[src/rtl/pwm_capture_pkg.sv]
// ============================================================================
// pwm_capture_pkg : register map, CTRL bit positions and FSM encoding
// Rev 1.0
// ============================================================================
`default_nettype none

package pwm_capture_pkg;

    localparam logic [1:0] ADDR_WIDTH   = 2'd0;
    localparam logic [1:0] ADDR_PERIOD  = 2'd1;
    localparam logic [1:0] ADDR_CTRL    = 2'd2;
    localparam logic [1:0] ADDR_TIMEOUT = 2'd3;

    localparam int CTRL_ENABLE   = 0;
    localparam int CTRL_VALID    = 1;
    localparam int CTRL_TIMEOUT  = 2;
    localparam int CTRL_LEVEL    = 3;
    localparam int CTRL_IRQ_EN   = 4;
    localparam int CTRL_IRQ_PEND = 5;

    typedef enum logic [1:0] {
        ST_IDLE      = 2'd0,
        ST_WAIT_RISE = 2'd1,
        ST_HIGH      = 2'd2,
        ST_LOW       = 2'd3
    } state_e;

    function automatic logic [31:0] sat_inc(input logic [31:0] v);
        return (v == 32'hFFFF_FFFF) ? v : v + 32'd1;
    endfunction

endpackage

`default_nettype wire

[src/rtl/pwm_edge_sync.sv]
// ============================================================================
// pwm_edge_sync : multi-flop synchronizer plus rise/fall edge detector
// Rev 1.0
// ============================================================================
`default_nettype none

module pwm_edge_sync #(
    parameter int SYNC_STAGES = 2
) (
    input  logic clk_i,
    input  logic rst_n_i,
    input  logic pwm_i,
    output logic level_o,
    output logic rise_o,
    output logic fall_o
);

    logic [SYNC_STAGES-1:0] sync_q;
    logic                   prev_q;

    always_ff @(posedge clk_i or negedge rst_n_i) begin
        if (!rst_n_i) begin
            sync_q <= '0;
            prev_q <= 1'b0;
        end else begin
            sync_q <= {sync_q[SYNC_STAGES-2:0], pwm_i};
            prev_q <= sync_q[SYNC_STAGES-1];
        end
    end

    assign level_o = sync_q[SYNC_STAGES-1];
    assign rise_o  = level_o & ~prev_q;
    assign fall_o  = ~level_o & prev_q;

endmodule

`default_nettype wire

[src/rtl/pwm_capture_avalon.sv]
// ============================================================================
// pwm_capture_avalon : Avalon-MM PWM receiver measuring high time and period.
// Optional interrupt output enabled by defining PWM_CAPTURE_IRQ_EN.
// Rev 1.0
// ============================================================================
`default_nettype none

module pwm_capture_avalon
    import pwm_capture_pkg::*;
#(
    parameter logic [31:0] TIMEOUT_DEFAULT = 32'd1000000,
    parameter int          SYNC_STAGES     = 2
) (
    input  logic        csi_clk,
    input  logic        rsi_rst_n,
    input  logic        avs_s0_chip_select,
    input  logic        avs_s0_read,
    input  logic        avs_s0_write,
    input  logic [1:0]  avs_s0_address,
    input  logic [3:0]  avs_s0_byteenable,
    input  logic [31:0] avs_s0_writedata,
    output logic [31:0] avs_s0_readdata,
`ifdef PWM_CAPTURE_IRQ_EN
    output logic        ins_irq,
`endif
    input  logic        coe_pwm_in
);

    logic        pwm_level, pwm_rise, pwm_fall;
    logic        wr_en, rd_en, ctrl_wr, disable_wr, tstat_w1c, run;
    logic        tmo_hit, idle_hit, cap_ev, tmo_ev;
    logic        irq_en_bit, irq_pend_bit;
    logic [31:0] tlimit_q, tlimit_d, rdata_mux;
    logic [31:0] cnt_q, idle_cnt_q, hi_latch_q, width_q, period_q;
    logic        enable_q, valid_q, timeout_q;
    state_e      state_q;

    pwm_edge_sync #(.SYNC_STAGES(SYNC_STAGES)) u_sync (
        .clk_i   (csi_clk),
        .rst_n_i (rsi_rst_n),
        .pwm_i   (coe_pwm_in),
        .level_o (pwm_level),
        .rise_o  (pwm_rise),
        .fall_o  (pwm_fall)
    );

    assign wr_en      = avs_s0_chip_select & avs_s0_write;
    assign rd_en      = avs_s0_chip_select & avs_s0_read;
    assign ctrl_wr    = wr_en && (avs_s0_address == ADDR_CTRL) && avs_s0_byteenable[0];
    assign disable_wr = ctrl_wr & ~avs_s0_writedata[CTRL_ENABLE];
    assign tstat_w1c  = ctrl_wr & avs_s0_writedata[CTRL_TIMEOUT];
    // A disable write in flight overrides any edge seen in the same cycle.
    assign run        = enable_q & ~disable_wr;
    assign tmo_hit    = (tlimit_q != 32'd0) && (cnt_q >= tlimit_q);
    assign idle_hit   = (tlimit_q != 32'd0) && (idle_cnt_q >= tlimit_q);

    always_comb begin
        cap_ev = run && (state_q == ST_LOW) && !tmo_hit && pwm_rise;
        tmo_ev = run && ((((state_q == ST_HIGH) || (state_q == ST_LOW)) && tmo_hit) ||
                         ((state_q == ST_WAIT_RISE) && !pwm_rise && idle_hit));
    end

    always_comb begin
        tlimit_d = tlimit_q;
        if (wr_en && (avs_s0_address == ADDR_TIMEOUT)) begin
            for (int b = 0; b < 4; b++) begin
                if (avs_s0_byteenable[b]) tlimit_d[8*b +: 8] = avs_s0_writedata[8*b +: 8];
            end
        end
    end

    always_ff @(posedge csi_clk or negedge rsi_rst_n) begin
        if (!rsi_rst_n) begin
            tlimit_q <= TIMEOUT_DEFAULT;
            enable_q <= 1'b0;
        end else begin
            tlimit_q <= tlimit_d;
            if (ctrl_wr) enable_q <= avs_s0_writedata[CTRL_ENABLE];
        end
    end

    always_ff @(posedge csi_clk or negedge rsi_rst_n) begin
        if (!rsi_rst_n) begin
            state_q    <= ST_IDLE;
            cnt_q      <= '0;
            idle_cnt_q <= '0;
            hi_latch_q <= '0;
            width_q    <= '0;
            period_q   <= '0;
            valid_q    <= 1'b0;
            timeout_q  <= 1'b0;
        end else begin
            if (!run) begin
                state_q    <= ST_IDLE;
                cnt_q      <= '0;
                idle_cnt_q <= '0;
            end else begin
                case (state_q)
                    ST_IDLE: begin
                        state_q    <= ST_WAIT_RISE;
                        cnt_q      <= '0;
                        idle_cnt_q <= '0;
                    end
                    ST_WAIT_RISE: begin
                        cnt_q <= '0;
                        if (pwm_rise) begin
                            state_q    <= ST_HIGH;
                            cnt_q      <= 32'd1;
                            idle_cnt_q <= '0;
                        end else if (idle_hit) begin
                            idle_cnt_q <= '0;
                        end else begin
                            idle_cnt_q <= sat_inc(idle_cnt_q);
                        end
                    end
                    ST_HIGH: begin
                        if (tmo_hit) begin
                            state_q <= ST_WAIT_RISE;
                            cnt_q   <= '0;
                        end else begin
                            cnt_q <= sat_inc(cnt_q);
                            if (pwm_fall) begin
                                state_q    <= ST_LOW;
                                hi_latch_q <= cnt_q;
                            end
                        end
                    end
                    ST_LOW: begin
                        if (tmo_hit) begin
                            state_q <= ST_WAIT_RISE;
                            cnt_q   <= '0;
                        end else if (pwm_rise) begin
                            state_q  <= ST_HIGH;
                            cnt_q    <= 32'd1;
                            width_q  <= hi_latch_q;
                            period_q <= cnt_q;
                        end else begin
                            cnt_q <= sat_inc(cnt_q);
                        end
                    end
                    default: state_q <= ST_IDLE;
                endcase
            end

            if (!run) begin
                valid_q   <= 1'b0;
                timeout_q <= 1'b0;
            end else if (cap_ev) begin
                valid_q   <= 1'b1;
                timeout_q <= 1'b0;
            end else if (tmo_ev) begin
                valid_q   <= 1'b0;
                timeout_q <= 1'b1;
            end else if (tstat_w1c) begin
                timeout_q <= 1'b0;
            end
        end
    end

`ifdef PWM_CAPTURE_IRQ_EN
    logic irq_en_q, irq_pend_q;

    always_ff @(posedge csi_clk or negedge rsi_rst_n) begin
        if (!rsi_rst_n) begin
            irq_en_q   <= 1'b0;
            irq_pend_q <= 1'b0;
        end else begin
            if (ctrl_wr) irq_en_q <= avs_s0_writedata[CTRL_IRQ_EN];
            if (cap_ev || tmo_ev)
                irq_pend_q <= 1'b1;
            else if (ctrl_wr && avs_s0_writedata[CTRL_IRQ_PEND])
                irq_pend_q <= 1'b0;
        end
    end

    assign irq_en_bit   = irq_en_q;
    assign irq_pend_bit = irq_pend_q;
    assign ins_irq      = irq_pend_q & irq_en_q;
`else
    assign irq_en_bit   = 1'b0;
    assign irq_pend_bit = 1'b0;
`endif

    always_comb begin
        rdata_mux = '0;
        case (avs_s0_address)
            ADDR_WIDTH:   rdata_mux = width_q;
            ADDR_PERIOD:  rdata_mux = period_q;
            ADDR_CTRL: begin
                rdata_mux[CTRL_ENABLE]   = enable_q;
                rdata_mux[CTRL_VALID]    = valid_q;
                rdata_mux[CTRL_TIMEOUT]  = timeout_q;
                rdata_mux[CTRL_LEVEL]    = pwm_level;
                rdata_mux[CTRL_IRQ_EN]   = irq_en_bit;
                rdata_mux[CTRL_IRQ_PEND] = irq_pend_bit;
            end
            ADDR_TIMEOUT: rdata_mux = tlimit_q;
            default:      rdata_mux = '0;
        endcase
    end

    always_ff @(posedge csi_clk or negedge rsi_rst_n) begin
        if (!rsi_rst_n) avs_s0_readdata <= '0;
        else if (rd_en) avs_s0_readdata <= rdata_mux;
    end

endmodule

`default_nettype wire

[config.mk]
export PLATFORM = sky130hd
export DESIGN_NAME = pwm_capture_avalon
export DESIGN_NICKNAME = d
export VERILOG_FILES = /design/src/rtl/pwm_capture_pkg.sv /design/src/rtl/pwm_edge_sync.sv /design/src/rtl/pwm_capture_avalon.sv
export SDC_FILE = /design/constraint.sdc
export NUM_CORES = 1
export LEC_CHECK = 0
export CAP_MARGIN = 20
export CORE_MARGIN = 2
export CORE_UTILIZATION = 55
export DETAILED_ROUTE_END_ITERATION = 12
export PLACE_DENSITY_LB_ADDON = 0.1
export REMOVE_ABC_BUFFERS = 1
export SYNTH_ARGS = -nofsm -noshare
export SYNTH_HDL_FRONTEND = slang
export SYNTH_SLANG_ARGS = --single-unit
[constraint.sdc]
create_clock -name csi_clk -period 5.7 [get_ports csi_clk]
set_input_delay 1.14 -clock csi_clk [delete_from_list [all_inputs] [get_ports csi_clk]]
set_output_delay 1.14 -clock csi_clk [all_outputs]
set_load 0.05 [all_outputs]
==> results.cfg, run 1 <==
[run_status]
run_status = finished clean

[routing]
antenna_left = 0
drtPass1Iterations = 5
detail_route.iter0.violations = 654
remaining_drc_errors = 0
route.detailed.wl_per_inst_um = 19.8
via_count = 8491
viasPerCell = 5.90
routed_wirelength_mm = 28.6

[cts]
clock_tree.htree_level_count = 1
longest_clk_path_bufs = 3
tritoncts = done
clock-sinks = 232
cts-buffers-inserted = 26
clkSlewWorstSetupHoldPaths_ns = 0.06
hold_buffers = 0
worstSkewPairLatency_ns = 0.53
cts_resized = 0
cts_setup_buffers = 0
cts-root-buf = sky130_fd_sc_hd__clkbuf_16

[timing]
max_freq_mhz = 268
report.final.slew_viol_count = 0
fin_tns_setup_ns = 0
slew-limit-headroom = 0.431
skew_ns = 0.0175
final-hold-violation-count = 0
timing.final.ws_setup_ns = 1.97
layout_worst_path_cycle_share = 0.654
finalSetupViolations = 0
min_period_ns = 3.73
grt_setup_unrepaired = false
worst_pin_slew_ns = 0.851

[power]
power.leakage_nw = 6.10
power_frac_seq = 0.448
p_int_w = 0.00298
switchingPower_w = 0.00118
pwr-share-comb = 0.154
power.share.clock = 0.397
swShare = 0.283
power_per_cell_area_mw_per_mm2 = 305
worst_ir_drop_vdd_uv = 241

[finish]
post_route_cells_drive_above_1_share = 0.197
layout-area-overhead-vs-synth_pct = 15.8
fillCellCount = 1674
final-instance-count-excl-fill = 1440
diodes = 0
final_net_count = 1256

[floorplan]
dieArea_mm2 = 0.0226
die_width_um = 150
starting_utilization_of_the_core_area = 0.560
chipHeight_um = 150
io_pins = 76
floorplan_core_area_mm2 = 0.0210
floorplan.rows = 53

[critical_path]
largest_fanout_on_the_critical_path = 49
worstSetupStartpointType = flop
worstPathArrival_ns = 4.13
worstPathRequired_ns = 6.10
worst-setup-path-type = reg -> reg
worstSetupEndpointType = flop

[yosys]
ys_seq_elements = 232
postSynthCellCount = 1074
yosysWarnings = 0
synth_edf_count = 0
syn_area_per_cell_um2 = 11.0
synthDistinctLibCells = 54
yosysSeqAreaShare = 0.494
synth-async-reset-ratio = 1.00
synth_flop_type = sky130_fd_sc_hd__dfrtp_1
netlist.top_cell.by_area = sky130_fd_sc_hd__dfrtp_1
synth.most_common_cell = sky130_fd_sc_hd__dfrtp_1
mappedNetlistArea_mm2 = 0.0118
synthTopCellsByArea = sky130_fd_sc_hd__dfrtp_1 48%, sky130_fd_sc_hd__mux2_2 14%, sky130_fd_sc_hd__ha_1 7.0%, sky130_fd_sc_hd__nor2_1 3.5%, sky130_fd_sc_hd__a21oi_1 2.9%
netlist_top_cells_count = 225 x sky130_fd_sc_hd__dfrtp_1, 147 x sky130_fd_sc_hd__mux2_2, 109 x sky130_fd_sc_hd__nor2_1
yosysTopAreaCellShare = 0.478

[placement]
place.detailed.hpwl_mm = 19.9
dp_cells = 1391
gpl_wtd_cong = 0.870
buffer_ports.inserted = 75
placement.setup.worst_slack_ns = 1.81

[global_route]
grt.total_usage = 0.261
first_global_vias = 8303
pin_count_of_the_biggest_net_entering_global_routing = 128
globalRouteOverflowTotal = 0
grt_pass1_wl_mm = 45.7
initial_antenna_violation_count = 0

[worst_hold_path]
hp-class = reg -> reg

[run]
cap_violations = 0
[placed cells by master, fill, tap and decap left out, drive strengths merged, types with 21 or more instances in the layout]
| cell | instances |
|---|---|
| clkbuf | 40 |
| inv | 47 |
| dfrtp | 225 |
| nand3 | 26 |
| ha | 66 |
| clkdlybuf4s50 | 72 |
| nor2 | 109 |
| xnor2 | 27 |
| nor3 | 21 |
| nand2 | 76 |
| a22oi | 29 |
| o21ai | 39 |
| nand4 | 35 |
| a21oi | 68 |
| mux2 | 147 |
[path summary, 6_finish.rpt]
kind,depth (start not counted),endpoint,slack [ns],startpoint
setup / recovery,10,period_q[31],1.97,tlimit_q[2]
hold / removal,0,u_sync.sync_q[1],0.36,u_sync.sync_q[0]
setup reg to reg,10,period_q[31],1.97,tlimit_q[2]
hold reg to reg,0,u_sync.sync_q[1],0.36,u_sync.sync_q[0]
max in group asynchronous,2,cnt_q[19],3.81,rsi_rst_n
min in group asynchronous,1,avs_s0_readdata[22],0.68,rsi_rst_n
[power groups by stage]
stage          registers [W]  clock network [W]  logic, W
2_1_floorplan        0.00193                  0  0.000297
3_5_place_dp         0.00189                  0  0.000638
6_report             0.00186            0.00165  0.000641
5_1_grt              0.00187            0.00176  0.000707
4_1_cts              0.00186            0.00168  0.000646
3_3_place_gp         0.00189                  0  0.000627
[critical path: stages (launching register included)]
cell	delay, ns
sky130_fd_sc_hd__dfrtp_1	0.41
sky130_fd_sc_hd__inv_1	0.12
sky130_fd_sc_hd__ha_1	0.32
sky130_fd_sc_hd__a211o_1	0.29
sky130_fd_sc_hd__a31oi_1	0.17
sky130_fd_sc_hd__nor3_1	0.07
sky130_fd_sc_hd__o311a_1	0.37
sky130_fd_sc_hd__o311ai_2	0.47
sky130_fd_sc_hd__and3_2	0.61
sky130_fd_sc_hd__buf_12	0.33
sky130_fd_sc_hd__mux2_2	0.39
[sequential cells by signal, summed over array words and instances, names as in the netlist, 2 cells and up]
register	count
avs_s0_readdata	32
cnt_q	32
hi_latch_q	32
idle_cnt_q	32
period_q	32
tlimit_q	32
width_q	32
state_q	2
u_sync.sync_q	2
[layout make-up]
class                   instances  area (um2)  share of cell area
clock inverters                 7        63.8             0.00468
well taps                     275         344              0.0252
inverters                      47         176              0.0129
multi-input cells             754        5570               0.409
flip-flops and latches        232        5810               0.426
clock buffers                  40         785              0.0575
repair buffers                 85         878              0.0644
[logic make-up (layout without fill, tap and decap cells)]
logic type      count (synthesis)  after routing  synth area share
fa+ha+maj                      66             66            0.0701
flops                         232            232             0.494
compound gates                164            164            0.0845
buf+inv                        88            179            0.0333
xor+xnor                       46             46            0.0342
simple gates                  326            326             0.135
mux                           152            152             0.149
[per-stage QoR]
stage          hold WS [ns]  instance area (um2)  utilization  power, W
6_report              0.360                13600        0.649   0.00416
5_1_grt               0.376                13600        0.649   0.00434
4_1_cts               0.362                13600        0.646   0.00419
3_5_place_dp          0.349                12700        0.606   0.00253
3_3_place_gp          0.335                12700        0.606   0.00252
2_1_floorplan         0.331                11600            -   0.00223
[routing by layer]
metal | vias to the layer above | GRT usage | wire [um]
li1 | 4000 | - | -
met1 | 4234 | 0.364 | 12700
met2 | 200 | 0.426 | 13500
met3 | 57 | 0.0370 | 1390
met4 | 0 | 0.0811 | 928
met5 | - | 0 | 0
No activity file was read; power rests on OpenSTA's default activity.
==> inputs of run 2 (changes only) <==
--- a/config.mk
+++ b/config.mk
@@ -7,7 +7,7 @@
 export LEC_CHECK = 0
 export CAP_MARGIN = 20
 export CORE_MARGIN = 2
-export CORE_UTILIZATION = 55
+export CORE_UTILIZATION = 54
 export DETAILED_ROUTE_END_ITERATION = 12
 export PLACE_DENSITY_LB_ADDON = 0.1
 export REMOVE_ABC_BUFFERS = 1
==> constraint.sdc (replaced) <==
create_clock -name csi_clk -period 3.4 [get_ports csi_clk]
set_input_delay 0.68 -clock csi_clk [delete_from_list [all_inputs] [get_ports csi_clk]]
set_output_delay 0.68 -clock csi_clk [all_outputs]
set_load 0.05 [all_outputs]
==> results.cfg, run 2 (synthesis results as in run 1) <==
[placement]
buffer_ports.inserted = 75
dp_cells = 1432
place.detailed.hpwl_mm = 21.0
placement.setup.worst_slack_ns = 0.0703
gpl_wtd_cong = 0.873

[timing]
timing.final.ws_setup_ns = 0.166
layout_worst_path_cycle_share = 0.951
skew_ns = 0.0165
report.final.slew_viol_count = 0
final-hold-violation-count = 0
fin_tns_setup_ns = 0
min_period_ns = 3.23
grt_setup_unrepaired = false
hold-worst-slack_ns = 0.134
max_freq_mhz = 309
slew-limit-headroom = 0.454
finalSetupViolations = 0
worst_pin_slew_ns = 0.814

[critical_path]
worstPathRequired_ns = 3.84
worstSetupStartpointType = flop
rr_startpoint = tlimit_q[30]
worstSetupEndpointType = flop
worstPathArrival_ns = 3.67
worst-setup-path-type = reg -> reg
critical_path.startpoint = tlimit_q[30]
largest_fanout_on_the_critical_path = 11
r2r.worst_path.cells = 9

[finish]
fillCellCount = 1771
post_route_cells_drive_above_1_share = 0.221
final_net_count = 1292
layout-area-overhead-vs-synth_pct = 18.6
diodes = 0
final-instance-count-excl-fill = 1480
layout.cells.most_common_list = 225 x sky130_fd_sc_hd__dfrtp_1, 147 x sky130_fd_sc_hd__mux2_2, 108 x sky130_fd_sc_hd__nor2_1
layout_commonest_cell = sky130_fd_sc_hd__dfrtp_1

[cts]
hold_buffers = 0
clock_tree.htree_level_count = 1
cts-root-buf = sky130_fd_sc_hd__clkbuf_16
cts-buffers-inserted = 25
clock-sinks = 232
longest_clk_path_bufs = 3
worstSkewPairLatency_ns = 0.52
tritoncts = done
clkSlewWorstSetupHoldPaths_ns = 0.06

[routing]
antenna_left = 0
drtPass1Iterations = 4
remaining_drc_errors = 0
via_count = 8602
met1Wirelength_mm = 12.8
detail_route.iter0.violations = 486
met3_length_mm = 1.41
routed_wirelength_mm = 29.1
viasPerCell = 5.81
met2_length_mm = 14.0
maxUsedRoutingLayer = met4
route.detailed.wl_per_inst_um = 19.6

[power]
power_per_cell_area_mw_per_mm2 = 510
worst_ir_drop_vdd_uv = 369
power.leakage_nw = 6.29

[global_route]
first_global_vias = 8540
initial_antenna_violation_count = 0
grt_pass1_wl_mm = 46.1
globalRouteOverflowTotal = 0
pin_count_of_the_biggest_net_entering_global_routing = 73
grt.total_usage = 0.259

[floorplan]
dieArea_mm2 = 0.0230
die_width_um = 152
floorplan.rows = 54
starting_utilization_of_the_core_area = 0.545
chipHeight_um = 152
io_pins = 76
floorplan_core_area_mm2 = 0.0216

[run_status]
run_status = finished clean

[run]
cap_violations = 0

[worst_hold_path]
hp-class = in -> async
run 2: layout make-up:
cell class	instances	area, um2	area share
clock inverters	8	140	0.0100
flip-flops and latches	232	5810	0.416
inverters	47	176	0.0126
well taps	280	350	0.0251
clock buffers	37	721	0.0516
multi-input cells	754	5590	0.400
repair buffers	122	1180	0.0843
run 2: path summary, 6_finish.rpt:
check | end | slack [ns]
max | idle_cnt_q[29] | 0.17
min | avs_s0_readdata[23] | 0.13
max reg2reg | idle_cnt_q[29] | 0.17
min reg2reg | u_sync.sync_q[1] | 0.35
max in group asynchronous | tlimit_q[8] | 2.39
min in group csi_clk | u_sync.sync_q[1] | 0.35
run 2: per-stage QoR:
stage                util  power (W)  instance area [um2]
detailed placement  0.603    0.00433                13000
finish              0.646    0.00712                14000
global placement    0.603    0.00431                13000
global route        0.646    0.00742                14000
floorplan               -    0.00374                11600
CTS                 0.643    0.00719                13900
run 2: power by group:
| part | total [W] | internal, W | leakage (nW) | switching (W) |
|---|---|---|---|---|
| Sequential | 0.00309 | 0.00293 | 3.10 | 0.000161 |
| Combinational | 0.00119 | 0.000473 | 2.76 | 0.000722 |
| Clock | 0.00284 | 0.00176 | 0.424 | 0.00108 |
| Total | 0.00712 | 0.00516 | 6.29 | 0.00196 |
run 2: metal layers:
metal  up-vias  track usage
met3        53       0.0362
met1      4254        0.357
li1       4069            -
met4         0       0.0796
met2       226        0.428
met5         -            0
run 2: repair_timing:
action | 4_1_cts | 5_1_grt
endpoints found under the setup margin | 0 | 63
gates resized for setup | 0 | 4
setup buffers | 0 | 2
endpoints found under the hold margin | 0 | 0
run 2: worst max-delay path: stages, from the launching register on:
cell and delay, ns:
sky130_fd_sc_hd__dfrtp_1 0.42, sky130_fd_sc_hd__buf_4 0.16, sky130_fd_sc_hd__nor4_1 0.68, sky130_fd_sc_hd__nand4_1 0.20
sky130_fd_sc_hd__or2_2 0.39, sky130_fd_sc_hd__o21ai_1 0.67, sky130_fd_sc_hd__nor3_2 0.09, sky130_fd_sc_hd__buf_4 0.19
sky130_fd_sc_hd__a31o_2 0.24, sky130_fd_sc_hd__a21oi_1 0.11
